--- src/rtl/data_compare_pkg.sv ---
// Shared result codes, FSM state type and cascade helper for the sequential comparator.
// Latency: n/a (declarations only).
// Backpressure: n/a.
package data_compare_pkg;

  localparam logic [2:0] CMP_GT   = 3'b100;
  localparam logic [2:0] CMP_LT   = 3'b010;
  localparam logic [2:0] CMP_EQ   = 3'b001;
  localparam logic [2:0] CMP_NONE = 3'b000;

  typedef enum logic [1:0] {
    IDLE = 2'd0,
    RUN  = 2'd1,
    DONE = 2'd2
  } cmp_state_e;

  // A malformed cascade code from a lower stage is treated as "equal".
  function automatic logic [2:0] cmp_cascade_norm(input logic [2:0] code);
    logic [2:0] res;
    res = CMP_EQ;
    if ((code == CMP_GT) || (code == CMP_LT) || (code == CMP_EQ)) begin
      res = code;
    end
    return res;
  endfunction

endpackage

--- src/rtl/data_compare_slice.sv ---
// Combinational magnitude compare of one SLICE-bit slice pair, optional sign-bit flip.
// Latency: 0 cycles (pure combinational).
// Backpressure: none; evaluated every cycle.
module data_compare_slice #(
  parameter int SLICE = 4
) (
  input  logic [SLICE-1:0] a_sl,
  input  logic [SLICE-1:0] b_sl,
  input  logic             inv_msb,
  output logic             gt,
  output logic             lt
);

  logic [SLICE-1:0] a_m;
  logic [SLICE-1:0] b_m;

  // Flipping the sign bit makes two's complement order the same as unsigned order.
  always_comb begin
    a_m          = a_sl;
    b_m          = b_sl;
    a_m[SLICE-1] = a_sl[SLICE-1] ^ inv_msb;
    b_m[SLICE-1] = b_sl[SLICE-1] ^ inv_msb;
    gt           = (a_m > b_m);
    lt           = (a_m < b_m);
  end

endmodule

--- src/rtl/data_compare_seq.sv ---
// Sequential WIDTH-bit magnitude compare, SLICE bits per cycle MSB-first, one-hot GT/LT/EQ result.
// Latency: N = WIDTH/SLICE RUN cycles (fewer with DATA_COMPARE_EARLY_EXIT_EN), result valid the cycle after.
// Backpressure: result held in DONE until iReady; oReady low from accept until the handoff completes.
// Optional build macro: DATA_COMPARE_EARLY_EXIT_EN ends the scan on the first differing slice.
module data_compare_seq #(
  parameter int WIDTH  = 16,
  parameter int SLICE  = 4,
  parameter int SIGNED = 0
) (
  input  logic             iClk,
  input  logic             iRst,
  input  logic             iValid,
  output logic             oReady,
  input  logic [WIDTH-1:0] iData_a,
  input  logic [WIDTH-1:0] iData_b,
  input  logic [2:0]       iData,
  output logic             oValid,
  input  logic             iReady,
  output logic [2:0]       oData
);

  import data_compare_pkg::*;

  localparam int                 N       = WIDTH / SLICE;
  localparam int                 IDX_W   = (N > 1) ? $clog2(N) : 1;
  localparam logic [IDX_W-1:0]   TOP_IDX = IDX_W'(N - 1);

`ifdef DATA_COMPARE_EARLY_EXIT_EN
  localparam bit EARLY_EXIT = 1'b1;
`else
  localparam bit EARLY_EXIT = 1'b0;
`endif

  if ((SLICE < 1) || (WIDTH < SLICE) || ((WIDTH % SLICE) != 0)) begin : g_bad_cfg
    $error("data_compare_seq: WIDTH must be a positive multiple of SLICE");
  end

  cmp_state_e       state_q, state_d;
  logic [WIDTH-1:0] a_q, a_d;
  logic [WIDTH-1:0] b_q, b_d;
  logic [2:0]       casc_q, casc_d;
  logic [IDX_W-1:0] idx_q, idx_d;
  logic [2:0]       diff_q, diff_d;
  logic             valid_q, valid_d;
  logic             ready_q, ready_d;
  logic [2:0]       data_q, data_d;

  logic             sl_gt;
  logic             sl_lt;
  logic             sl_inv;
  logic             hit;
  logic             last;

  // Operands are shifted left each RUN cycle, so the slice under test is always the top one.
  assign sl_inv = (SIGNED != 0) && (idx_q == TOP_IDX);

  data_compare_slice #(
    .SLICE (SLICE)
  ) u_slice (
    .a_sl    (a_q[WIDTH-1 -: SLICE]),
    .b_sl    (b_q[WIDTH-1 -: SLICE]),
    .inv_msb (sl_inv),
    .gt      (sl_gt),
    .lt      (sl_lt)
  );

  // Next-state logic: accept in IDLE, scan one slice per RUN cycle, hold the result in DONE.
  always_comb begin
    state_d = state_q;
    a_d     = a_q;
    b_d     = b_q;
    casc_d  = casc_q;
    idx_d   = idx_q;
    diff_d  = diff_q;
    valid_d = valid_q;
    ready_d = ready_q;
    data_d  = data_q;
    hit     = 1'b0;
    last    = 1'b0;
    unique case (state_q)
      IDLE: begin
        // ready_q is low only for the first cycle out of reset; it rises here.
        ready_d = 1'b1;
        if (iValid && ready_q) begin
          a_d     = iData_a;
          b_d     = iData_b;
          casc_d  = iData;
          idx_d   = TOP_IDX;
          diff_d  = CMP_NONE;
          ready_d = 1'b0;
          state_d = RUN;
        end
      end
      RUN: begin
        // Only the first differing slice may set the verdict; later slices are ignored.
        hit = (diff_q == CMP_NONE) && (sl_gt || sl_lt);
        if (hit) begin
          diff_d = sl_gt ? CMP_GT : CMP_LT;
        end
        last  = (idx_q == '0) || (EARLY_EXIT && hit);
        a_d   = a_q << SLICE;
        b_d   = b_q << SLICE;
        idx_d = idx_q - 1'b1;
        if (last) begin
          state_d = DONE;
          valid_d = 1'b1;
          data_d  = (diff_d != CMP_NONE) ? diff_d : cmp_cascade_norm(casc_q);
        end
      end
      DONE: begin
        if (iReady) begin
          state_d = IDLE;
          valid_d = 1'b0;
          ready_d = 1'b1;
        end
      end
      default: begin
        state_d = IDLE;
        valid_d = 1'b0;
        ready_d = 1'b0;
      end
    endcase
  end

  // State and output registers; reset aborts any operation in flight.
  always_ff @(posedge iClk) begin
    if (iRst) begin
      state_q <= IDLE;
      a_q     <= '0;
      b_q     <= '0;
      casc_q  <= CMP_NONE;
      idx_q   <= '0;
      diff_q  <= CMP_NONE;
      valid_q <= 1'b0;
      ready_q <= 1'b0;
      data_q  <= CMP_NONE;
    end else begin
      state_q <= state_d;
      a_q     <= a_d;
      b_q     <= b_d;
      casc_q  <= casc_d;
      idx_q   <= idx_d;
      diff_q  <= diff_d;
      valid_q <= valid_d;
      ready_q <= ready_d;
      data_q  <= data_d;
    end
  end

  assign oReady = ready_q;
  assign oValid = valid_q;
  assign oData  = data_q;

endmodule

--- config.mk ---
export PLATFORM = sky130hd
export DESIGN_NAME = data_compare_seq
export DESIGN_NICKNAME = d
export VERILOG_FILES = /design/src/rtl/data_compare_pkg.sv /design/src/rtl/data_compare_slice.sv /design/src/rtl/data_compare_seq.sv
export SDC_FILE = /design/constraint.sdc
export NUM_CORES = 1
export LEC_CHECK = 0
export CORE_MARGIN = 3
export CORE_UTILIZATION = 50
export DETAILED_ROUTE_END_ITERATION = 16
export PLACE_DENSITY_LB_ADDON = 0.2
export REMOVE_ABC_BUFFERS = 1
export SKIP_CTS_REPAIR_TIMING = 1
export SYNTH_ARGS = -nofsm -noshare
export SYNTH_HDL_FRONTEND = slang
export SYNTH_SLANG_ARGS = --single-unit
--- constraint.sdc ---
create_clock -name iClk -period 2.1 [get_ports iClk]
set_input_delay 0.42 -clock iClk [delete_from_list [all_inputs] [get_ports iClk]]
set_output_delay 0.42 -clock iClk [all_outputs]
set_load 0.05 [all_outputs]
Yosys cells after proc, flatten, opt, wreduce, memory -nomap -nowiden
Cells that the tools add are included.
- register bits: 47
- bits in latches: 0
- memory bits (writable): 0
- ROM bits: 0
- output and inout port bits: 5
- word-level logic and storage cells: 61
- memories: 0
- add/sub/neg operators: 1
- $mul: 0
- divide/modulo/power cells: 0
- magnitude comparators: 2
- eq/ne operators: 8
- shifts and indexed selects: 0
- mux-type cells: 23
- bitwise gates (word level): 2
- reductions and logical operators: 16
- operator list (cell ; number):
    one-hot mux 16 bit (2 select lines) ; 2
    2-to-1 mux 16 bit ; 2
    2-to-1 mux 3 bit ; 6
    2-to-1 mux 2 bit ; 4
    AND reduction 2 bit ; 4
    != test 2 bit (second input constant) ; 3
    one-hot mux 1 bit (3 select lines) ; 2
    one-hot mux 2 bit (3 select lines) ; 1
    one-hot mux 3 bit (2 select lines) ; 1
    AND reduction 3 bit ; 2
    > comparator 4 bit ; 1
    zero test 2 bit ; 2
    < comparator 4 bit ; 1
    2-to-1 mux 1 bit ; 4
    one-hot mux 2 bit (2 select lines) ; 1
    equality test 3 x 1 -> 1 bit (second input constant) ; 1
    equality test 3 x 2 -> 1 bit (second input constant) ; 1
    equality test 3 bit (second input constant) ; 1
    zero test 3 bit ; 1
    logical OR 1 bit ; 3
    nonzero test 3 bit ; 1
    equality test 2 x 1 -> 1 bit (second input constant) ; 1
    equality test 2 bit (second input constant) ; 1
    logical AND 1 bit ; 2
    other kinds (3) ; 4

Depth between registers and ports, before layout
Gate-level depths: netlist (run 1).
- word-level depth: 7
- gate-level depth with buffers: 6
- gate-level depth less buffers: 6

Hierarchy
From an unflattened synthesis (run 1), not the netlist that was laid out.
- cell total of the unflattened synthesis: 265
- area, all modules: 2254.7 µm²
- by module, submodules not included (module ; times used ; cells an instance ; area an instance (µm²)):
    data_compare_seq ; 1 ; 249 ; 2127.0
    data_compare_slice ; 1 ; 16 ; 127.6

Worst setup path after synthesis (run 1)
No wires, ideal clock.
- kind: register to register
- start point: reg ready_q, in the netlist oReady
- end point: reg a_q[10]
- setup time: 0.142 ns
- arrival: 1.570 ns
- required time: 1.958 ns
- setup slack: 0.388 ns
- stages on the path, launching flop included: 7
- buffers on the path: 2
- clock period less this slack: 1.712 ns
- path through: dfxtp_1 > nand2_1 > or3_1 > buf_4 > buf_4 > nand2_1 > a311oi_1
- word-level cells in the longest chain between the ends: 3
- RTL lines (what ; line ; text):
    start, declared ; data_compare_seq.sv:45 ; logic ready_q, ready_d;
    start signal, assigned ; data_compare_seq.sv:145 ; ready_q <= ready_d;
    logical AND 1 bit ; data_compare_seq.sv:84 ; if (iValid && ready_q) begin
    != test 2 bit (no line) ; - ;
    AND reduction 2 bit (no line) ; - ;
    end signal, assigned ; data_compare_seq.sv:129 ; a_q <= '0;
    end signal, assigned ; data_compare_seq.sv:139 ; a_q <= a_d;
    end, declared ; data_compare_seq.sv:39 ; logic [WIDTH-1:0] a_q, a_d;
No other way between the ends.
A chain may end at the register's enable or synchronous reset.

Worst setup path in the final report (run 1)
- start point: reg ready_q, in the netlist oReady
- end point: out oReady
- RTL lines (what ; line ; text):
    end, declared ; data_compare_seq.sv:13 ; output logic oReady,
No word-level cell between the ends.

==> impl_results.rst, run 1 <==
.. list-table::
   :header-rows: 1

   * - Metric
     - Value
   * - Comb pwr share
     - between 20% and 30%
   * - Post-detailed-placement half-perimeter wirelength
     - roughly 2.8 mm
   * - Final setup viols
     - 0
   * - Yosys warns
     - 0
   * - Average size of a mapped cell
     - around 8.1 um2
   * - Post-synthesis cell type with the largest combined area
     - sky130_fd_sc_hd__dfxtp_1
   * - Shortest period the worst path allows
     - roughly 1.9 ns
   * - Y dimension of the die
     - approximately 71 um
   * - #FFs+latches synth
     - between 40 and 50
   * - Drt total wl
     - around 4.3 mm
   * - Met1 Track Usage GR
     - around 22%
   * - Placed Cells incl. Taps
     - 335
   * - Dominant register cell in the synthesized netlist
     - sky130_fd_sc_hd__dfxtp_1
   * - Clock share of power
     - 31.7%
   * - Status
     - finished clean
   * - Number of failing hold endpoints at the final stage
     - 0
   * - Share of the clock period used by the worst path after layout
     - between 90% and 100%
   * - Nature of the critical path startpoint
     - flop
   * - Share of post-route cells with drive strength above 1
     - 7.119%
   * - Capture instance of the worst register-to-register path
     - oData[1]
   * - Critical path, cell by cell
     - clkdlybuf4s50_1
   * - Highest Clock Rate
     - around 520 MHz
   * - Slew of the pin with the lowest slew margin
     - 0.6371 ns
   * - Number of enable flip-flop cells after synthesis
     - 0
   * - Slowest cell on the critical path
     - sky130_fd_sc_hd__clkdlybuf4s50_1
   * - Initial antenna violation count
     - 0
   * - Total iterations of the first detailed-routing run
     - 4
   * - Basic-gate share of the synthesized area counting and, or, nand and nor cells
     - roughly a quarter
   * - Part of the Yosys area used for sequential elements
     - between 40% and 50%
   * - Static leakage
     - 0.0009950 uW
   * - Final design utilization
     - a little over two thirds
   * - Vias in the first global route
     - about 1700
   * - Number of diodes added for antenna fixing
     - 0
   * - Net switching power of the design
     - approximately 600 uW
   * - Sink count of the clock tree
     - 47
   * - Cell variety after synth
     - 33
   * - Maximum VDD drop
     - ~0.46 mV
   * - Max transition margin
     - a little under three fifths
   * - Slew Viols, Final
     - 0
   * - HP Class
     - reg2reg
   * - Classification of the worst setup path
     - reg2out
   * - Xor and xnor fraction of the mapped netlist area
     - less than 1%
   * - H-tree depth reported by CTS
     - 2
   * - Pin count of the biggest net entering global routing
     - just under 60
   * - DRT iter0 DRCs
     - 84
   * - Gate Count Post-Synth
     - 258
   * - Global route total overflow
     - 0
   * - Global routing usage on met3
     - about 4.5%
   * - Post-synthesis compound-gate area fraction
     - about a fifth
   * - Layer carrying the most global-route usage
     - met2
   * - Area added between synthesis and finish
     - 28.22%
   * - Met2 Usage GRT
     - approximately 30%
   * - Total power density per cell area
     - ~800 nW/um2
   * - DR WL/cell
     - 12.47 um
   * - Endpoint required time on the critical path
     - between 1.5 and 2 ns
   * - Clock Tree Root
     - sky130_fd_sc_hd__clkbuf_8
   * - TritonCTS Buffers
     - 5
   * - RSZ-0062 raised after global routing
     - no
   * - Standard cell core area
     - about 3900 um2
   * - Fillcell total
     - 340
   * - Nets
     - 338
   * - Worst reg-to-reg path cell count
     - 6
   * - Final total power
     - 2162 uW
   * - First-pass GRT wire length
     - roughly 7.3 mm
   * - Area share of the largest cell type after synthesis
     - 45.06%
   * - Worst-case hold slack
     - 0.4565 ns
   * - Final GP Congestion
     - 0.8069
   * - Dominant cells by area after synthesis
     - sky130_fd_sc_hd__dfxtp_1, sky130_fd_sc_hd__nand2_1, sky130_fd_sc_hd__a311oi_1
   * - Largest fanout on the critical path
     - 4
   * - I/O Pins
     - 44
   * - Hold-critical path depth
     - 2
   * - Die Outline Area
     - approximately 5000 um2
   * - Clock latency on the worst-skew pair
     - about 0.30 ns
   * - Register-to-register path setup slack
     - approximately 0.39 ns
   * - Remaining routing DRC violations
     - 0
   * - Adder-cell share of the synthesized area
     - approximately 3%
   * - Worst min-delay path startpoint
     - oValid
   * - Register share of total power
     - a little under half
   * - Total number of vias
     - between 1500 and 2000
   * - Number of buffers added on ports
     - 43
   * - Die outline width
     - between 70 and 80 um
   * - Largest stage delay on the critical path
     - a little over 0.8 ns
   * - Startpoint of the lowest-slack register-to-register path
     - b_q[15]
   * - Vias per cell
     - 5.504
   * - Sum of buffers and inverters on the critical path
     - 1
   * - Total Negative Setup Slacks
     - 0 ns
   * - Netlist Area Pre-Place
     - 2088 um2
   * - TritonCTS clock tree
     - built
   * - Cell Rows
     - 22
   * - P_int
     - 1571 uW
   * - Initial Util
     - a little over half
   * - Async S/R FF share, synth
     - 0%
   * - Top delay family on crit path
     - buffers and inverters
   * - Data arrival at the endpoint of the critical path
     - roughly 1.5 ns
   * - Largest family of logic cells by synthesized area
     - simple AND/OR/NAND/NOR gates
   * - Type of element capturing the critical path
     - primary output
   * - Portion of netlist area occupied by mux cells
     - less than 1%
   * - Antenna violation net count after detailed routing
     - 0
   * - Clock transition at path regs
     - 0.08 ns
   * - Final setup skew
     - approximately 0.0062 ns
   * - Number of max-cap violations
     - 0
   * - Final instance count without filler cells
     - between 300 and 400
   * - Switching share of total power
     - between 20 and 30%
   * - Longest Clk Path Bufs
     - 2
   * - Hold-critical path endpoint
     - oValid
   * - GRT Util Overall
     - about 18%
## worst max-delay path by stage
stage	from	end	slack [ns]	cells past startpoint
after CTS	oReady	oReady	0.18	1
after floorplan	oReady	a_q[10]	-1.08	4
after global routing	oReady	oReady	0.15	1
after detailed placement	iValid	b_q[4]	0.20	6
after global placement	iValid	diff_q[2]	0.24	6
final	oReady	oReady	0.19	1
## power by group through the flow
| stage | registers [uW] | logic (uW) | clock network, uW |
|---|---|---|---|
| after floorplan | 1050 | 256 | 0 |
| after global placement | 1030 | 450 | 0 |
| after detailed placement | 1040 | 461 | 0 |
| after CTS | 1020 | 463 | 699 |
| after global routing | 1030 | 515 | 729 |
| final | 1020 | 461 | 685 |
## state kept, by name, indices dropped and copies added, names as in the netlist
register  count
a_q          16
b_q          16
casc_q        3
diff_q        3
oData         3
idx_q         2
state_q       2
oReady        1
oValid        1
## cells in the mapped netlist, drive strengths merged, types with 2 or more instances
cell / instances
a21oi: 17
nor3b: 3
nand2b: 3
nor2b: 2
inv: 6
clkbuf: 10
ha: 5
dfxtp: 47
buf: 10
a311oi: 25
or3: 2
nand3: 8
nor2: 31
o21ai: 2
a211oi: 3
nor3: 4
nand2: 66
## cell usage in the layout (no fill, tap or decap), types with 2 or more instances in the layout
| cell type | instances |
|---|---|
| sky130_fd_sc_hd__a211oi_1 | 3 |
| sky130_fd_sc_hd__a21oi_1 | 17 |
| sky130_fd_sc_hd__a311oi_1 | 25 |
| sky130_fd_sc_hd__buf_12 | 3 |
| sky130_fd_sc_hd__buf_4 | 3 |
| sky130_fd_sc_hd__clkbuf_8 | 6 |
| sky130_fd_sc_hd__clkdlybuf4s50_1 | 42 |
| sky130_fd_sc_hd__dfxtp_1 | 47 |
| sky130_fd_sc_hd__ha_1 | 5 |
| sky130_fd_sc_hd__inv_1 | 6 |
| sky130_fd_sc_hd__nand2_1 | 66 |
| sky130_fd_sc_hd__nand2b_1 | 2 |
| sky130_fd_sc_hd__nand3_1 | 8 |
| sky130_fd_sc_hd__nor2_1 | 31 |
| sky130_fd_sc_hd__nor2b_1 | 2 |
| sky130_fd_sc_hd__nor3_1 | 3 |
| sky130_fd_sc_hd__nor3b_1 | 3 |
| sky130_fd_sc_hd__o21ai_0 | 2 |
| sky130_fd_sc_hd__or3_1 | 2 |
## through the flow
stage                     area (um2)  setup slack [ns]
final                           2678            0.1929
after global routing            2678            0.1491
after CTS                       2678            0.1760
after detailed placement        2560            0.2035
after global placement          2560            0.2407
after floorplan                 1984            -1.076
## tightest hold or removal path, cell delays in order, from the launching register on
cell	delay [ns]
sky130_fd_sc_hd__dfxtp_1	0.31
sky130_fd_sc_hd__nand2_1	0.05
sky130_fd_sc_hd__a21oi_1	0.05
## logic make-up (layout without fill, tap and decap cells)
family | after synthesis | in the layout
multiplexers | 1 | 1
flip-flops | 47 | 47
adder cells (fa/ha/maj) | 5 | 5
AO/OA/AOI/OAI | 55 | 55
AND/OR/NAND/NOR | 123 | 123
XOR/XNOR | 1 | 1
buffers and inverters | 26 | 63
## cell type report
type                    instances  area (um2)  share of cell area, %
multi-input cells             185        1028                  38.41
flip-flops and latches         47       940.9                  35.14
repair buffers                 49       508.0                  18.97
clock buffers                   6       82.58                  3.084
well taps                      48       60.06                  2.243
clock inverters                 2       35.03                  1.308
inverters                       6       22.52                 0.8411
## layer usage
metal / part of all wire, % / vias to the layer above
li1: - / 972
met1: 48 / 863
met2: 45 / 44
met3: 4.9 / 9
met4: 1.5 / 0
met5: 0 / -
Note: power is estimated with default switching activity, not from simulation.
==> inputs of run 2 (changes only) <==
- MAX_ROUTING_LAYER: unset -> met4
- SLEW_MARGIN: unset -> 20
==> run 2 against run 1 <==
Effect of this change: combinational power barely moved; sequential share of layout area did not move; clock skew barely moved; first-iteration DRC count did not move; worst setup slack barely moved; sequential power barely moved; sequential cell count did not move; register-to-register slack barely moved; utilization did not move; largest power group unchanged.
==> impl_results.rst, run 2 (same netlist as run 1, synthesis figures left out) <==
.. list-table::
   :header-rows: 1

   * - Metric
     - Value
   * - Clock share of power
     - 31.7% (about the same)
   * - Switching share of total power
     - 27.34% (about the same)
   * - Post-detailed-placement half-perimeter wirelength
     - 2.803 mm (unchanged)
   * - Met1 Track Usage GR
     - 22.56% (+0.088 points)
   * - Max transition margin
     - 57.53% (about the same)
   * - Most frequent cells in the layout
     - sky130_fd_sc_hd__nand2_1, sky130_fd_sc_hd__dfxtp_1, sky130_fd_sc_hd__clkdlybuf4s50_1
   * - Vias per cell
     - 5.504 (unchanged)
   * - Hold-critical path endpoint
     - oValid
   * - Clock transition at path regs
     - 0.08 ns (about the same)
   * - Launch point of the worst path
     - oReady
   * - Layer carrying the most global-route usage
     - met2
   * - Vias in the first global route
     - 1712 (unchanged)
   * - Top delay family on crit path
     - buffers and inverters
   * - GRT Util Overall
     - 18.29% (+0.54 points)
   * - DRT iter0 DRCs
     - 84 (unchanged)
   * - Shortest period the worst path allows
     - 1.907 ns (-0.0001270 ns)
   * - Number of buffers added on ports
     - 43 (unchanged)
   * - Global routing usage on met3
     - 4.403% (-0.14 points)
   * - Footprint of the multi-input gates
     - 1028 um2 (unchanged)
   * - Final instance count without filler cells
     - 343 (unchanged)
   * - H-tree depth reported by CTS
     - 2 (unchanged)
   * - P_int
     - 1571 uW (unchanged)
   * - Final GP Congestion
     - 0.8187 (+1.5%)
   * - Capture instance of the worst register-to-register path
     - oData[1]
   * - Number of failing hold endpoints at the final stage
     - 0 (unchanged)
   * - Share of post-route cells with drive strength above 1
     - 7.119% (unchanged)
   * - Total iterations of the first detailed-routing run
     - 4 (unchanged)
   * - Classification of the worst setup path
     - reg2out
   * - Slew Viols, Final
     - 0 (unchanged)
   * - Final setup skew
     - 0.006187 ns (-0.000003050 ns)
   * - Share of the clock period used by the worst path after layout
     - 90.81% (about the same)
   * - RSZ-0062 raised after global routing
     - no
   * - Endpoint required time on the critical path
     - 1.68 ns (about the same)
   * - Nets
     - 338 (unchanged)
   * - Number of max-cap violations
     - 0 (unchanged)
   * - Drt total wl
     - 4.273 mm (about the same)
   * - Worst min-delay path startpoint
     - oValid
   * - DR WL/cell
     - 12.46 um (about the same)
   * - Final worst-path setup slack
     - 0.1931 ns (+0.0001270 ns)
   * - Initial antenna violation count
     - 0 (unchanged)
   * - Total Negative Setup Slacks
     - 0 ns (unchanged)
   * - Worst-case hold slack
     - 0.4565 ns (+0.000001000 ns)
   * - Highest Clock Rate
     - 524.4 MHz (about the same)
   * - Antenna violation net count after detailed routing
     - 0 (unchanged)
   * - Area added between synthesis and finish
     - 28.22% (unchanged)
   * - Net switching power of the design
     - 591.0 uW (about the same)
   * - Worst reg-to-reg path cell count
     - 6 (unchanged)
   * - Commonest non-fill, non-tap cell in the layout
     - sky130_fd_sc_hd__nand2_1
   * - Final setup viols
     - 0 (unchanged)
   * - Largest registers in the final layout
     - a_q: 16 flops, b_q: 16 flops
   * - Die outline width
     - 70.63 um (unchanged)
   * - Die Outline Area
     - 4988 um2 (unchanged)
   * - I/O Pins
     - 44 (unchanged)
   * - Maximum VDD drop
     - 0.4611 mV (about the same)
   * - Pin count of the biggest net entering global routing
     - 58 (unchanged)
   * - Startpoint of the lowest-slack register-to-register path
     - b_q[15]
   * - Register-to-register path setup slack
     - 0.39 ns (about the same)
   * - Register Area
     - 940.9 um2 (unchanged)
   * - Total number of vias
     - 1888 (unchanged)
   * - Largest stage delay on the critical path
     - 0.82 ns (about the same)
   * - Clock Tree Root
     - sky130_fd_sc_hd__clkbuf_8
   * - Critical path, cell by cell
     - clkdlybuf4s50_1
   * - Register share of total power
     - 47.0% (about the same)
   * - Global route total overflow
     - 0 (unchanged)
   * - Remaining routing DRC violations
     - 0 (unchanged)
   * - Slew of the pin with the lowest slew margin
     - 0.6371 ns (+0.000002623 ns)
   * - Total power density per cell area
     - 807.3 nW/um2 (about the same)
   * - Fillcell total
     - 340 (unchanged)
   * - TritonCTS Buffers
     - 5 (unchanged)
   * - Slowest cell on the critical path
     - sky130_fd_sc_hd__clkdlybuf4s50_1
   * - Placed Cells incl. Taps
     - 335 (unchanged)
   * - Comb pwr share
     - 21.3% (about the same)
   * - Nature of the critical path startpoint
     - flop
   * - Static leakage
     - 0.0009950 uW (unchanged)
   * - Largest fanout on the critical path
     - 4 (unchanged)
   * - Post-placement setup slack
     - 0.2035 ns (unchanged)
   * - Type of element capturing the critical path
     - primary output
   * - First-pass GRT wire length
     - 7.334 mm (unchanged)
   * - Longest Clk Path Bufs
     - 2 (unchanged)
   * - Sink count of the clock tree
     - 47 (unchanged)
   * - Status
     - finished clean
   * - Standard cell core area
     - 3854 um2 (unchanged)
   * - TritonCTS clock tree
     - built
   * - Cell Rows
     - 22 (unchanged)
   * - Y dimension of the die
     - 70.63 um (unchanged)
   * - Initial Util
     - 54.19% (unchanged)
   * - Sum of buffers and inverters on the critical path
     - 1 (unchanged)
   * - Clock latency on the worst-skew pair
     - 0.30 ns (about the same)
   * - Met2 Usage GRT
     - 29.21% (unchanged)
   * - Data arrival at the endpoint of the critical path
     - 1.49 ns (about the same)
   * - HP Class
     - reg2reg
   * - Hold-critical path depth
     - 2 (unchanged)
   * - Number of diodes added for antenna fixing
     - 0 (unchanged)
-- run 2: cell counts in the layout (fill, tap and decap cells not counted) --
Identical to the previous run, type by type.
-- run 2: stage by stage --
stage | instance area (um2) | power, uW | utilization (%)
final | 2678 | 2162 | 69.48
after global routing | 2678 | 2271 | 69.48
after CTS | 2678 | 2177 | 69.48
after detailed placement | 2560 | 1497 | 66.43
after global placement | 2560 | 1484 | 66.43
after floorplan | 1984 | 1308 | -
-- run 2: area by class of cell --
| class | instances | area share (%) |
|---|---|---|
| multi-input cells | 185 | 38.41 |
| flip-flops and latches | 47 | 35.14 |
| repair buffers | 49 | 18.97 |
| clock buffers | 6 | 3.084 |
| well taps | 48 | 2.243 |
| clock inverters | 2 | 1.308 |
| inverters | 6 | 0.8411 |
-- run 2: worst max path at each step --
stage | end | depth (start not counted)
6_report | oReady | 1
5_1_grt | oReady | 1
4_1_cts | oReady | 1
3_5_place_dp | b_q[4] | 6
3_3_place_gp | diff_q[2] | 6
2_1_floorplan | a_q[10] | 4
-- run 2: power by group through the flow --
stage          clock network, uW  registers [uW]  logic, uW
2_1_floorplan                  0            1050        256
3_3_place_gp                   0            1030        450
3_5_place_dp                   0            1040        461
4_1_cts                      699            1020        463
5_1_grt                      729            1030        515
6_report                     685            1020        461
-- run 2: metal layers --
| metal | vias to the layer above | share of wire (%) |
|---|---|---|
| li1 | 972 | - |
| met1 | 863 | 48 |
| met2 | 44 | 45 |
| met3 | 9 | 4.8 |
| met4 | 0 | 1.5 |
| met5 | - | 0 |
==> inputs of run 3 (changes only) <==
- CTS_CLUSTER_DIAMETER: unset -> 50
==> results of run 3 <==
Same layout as run 2: the final DEF is identical, and so are final timing and power.
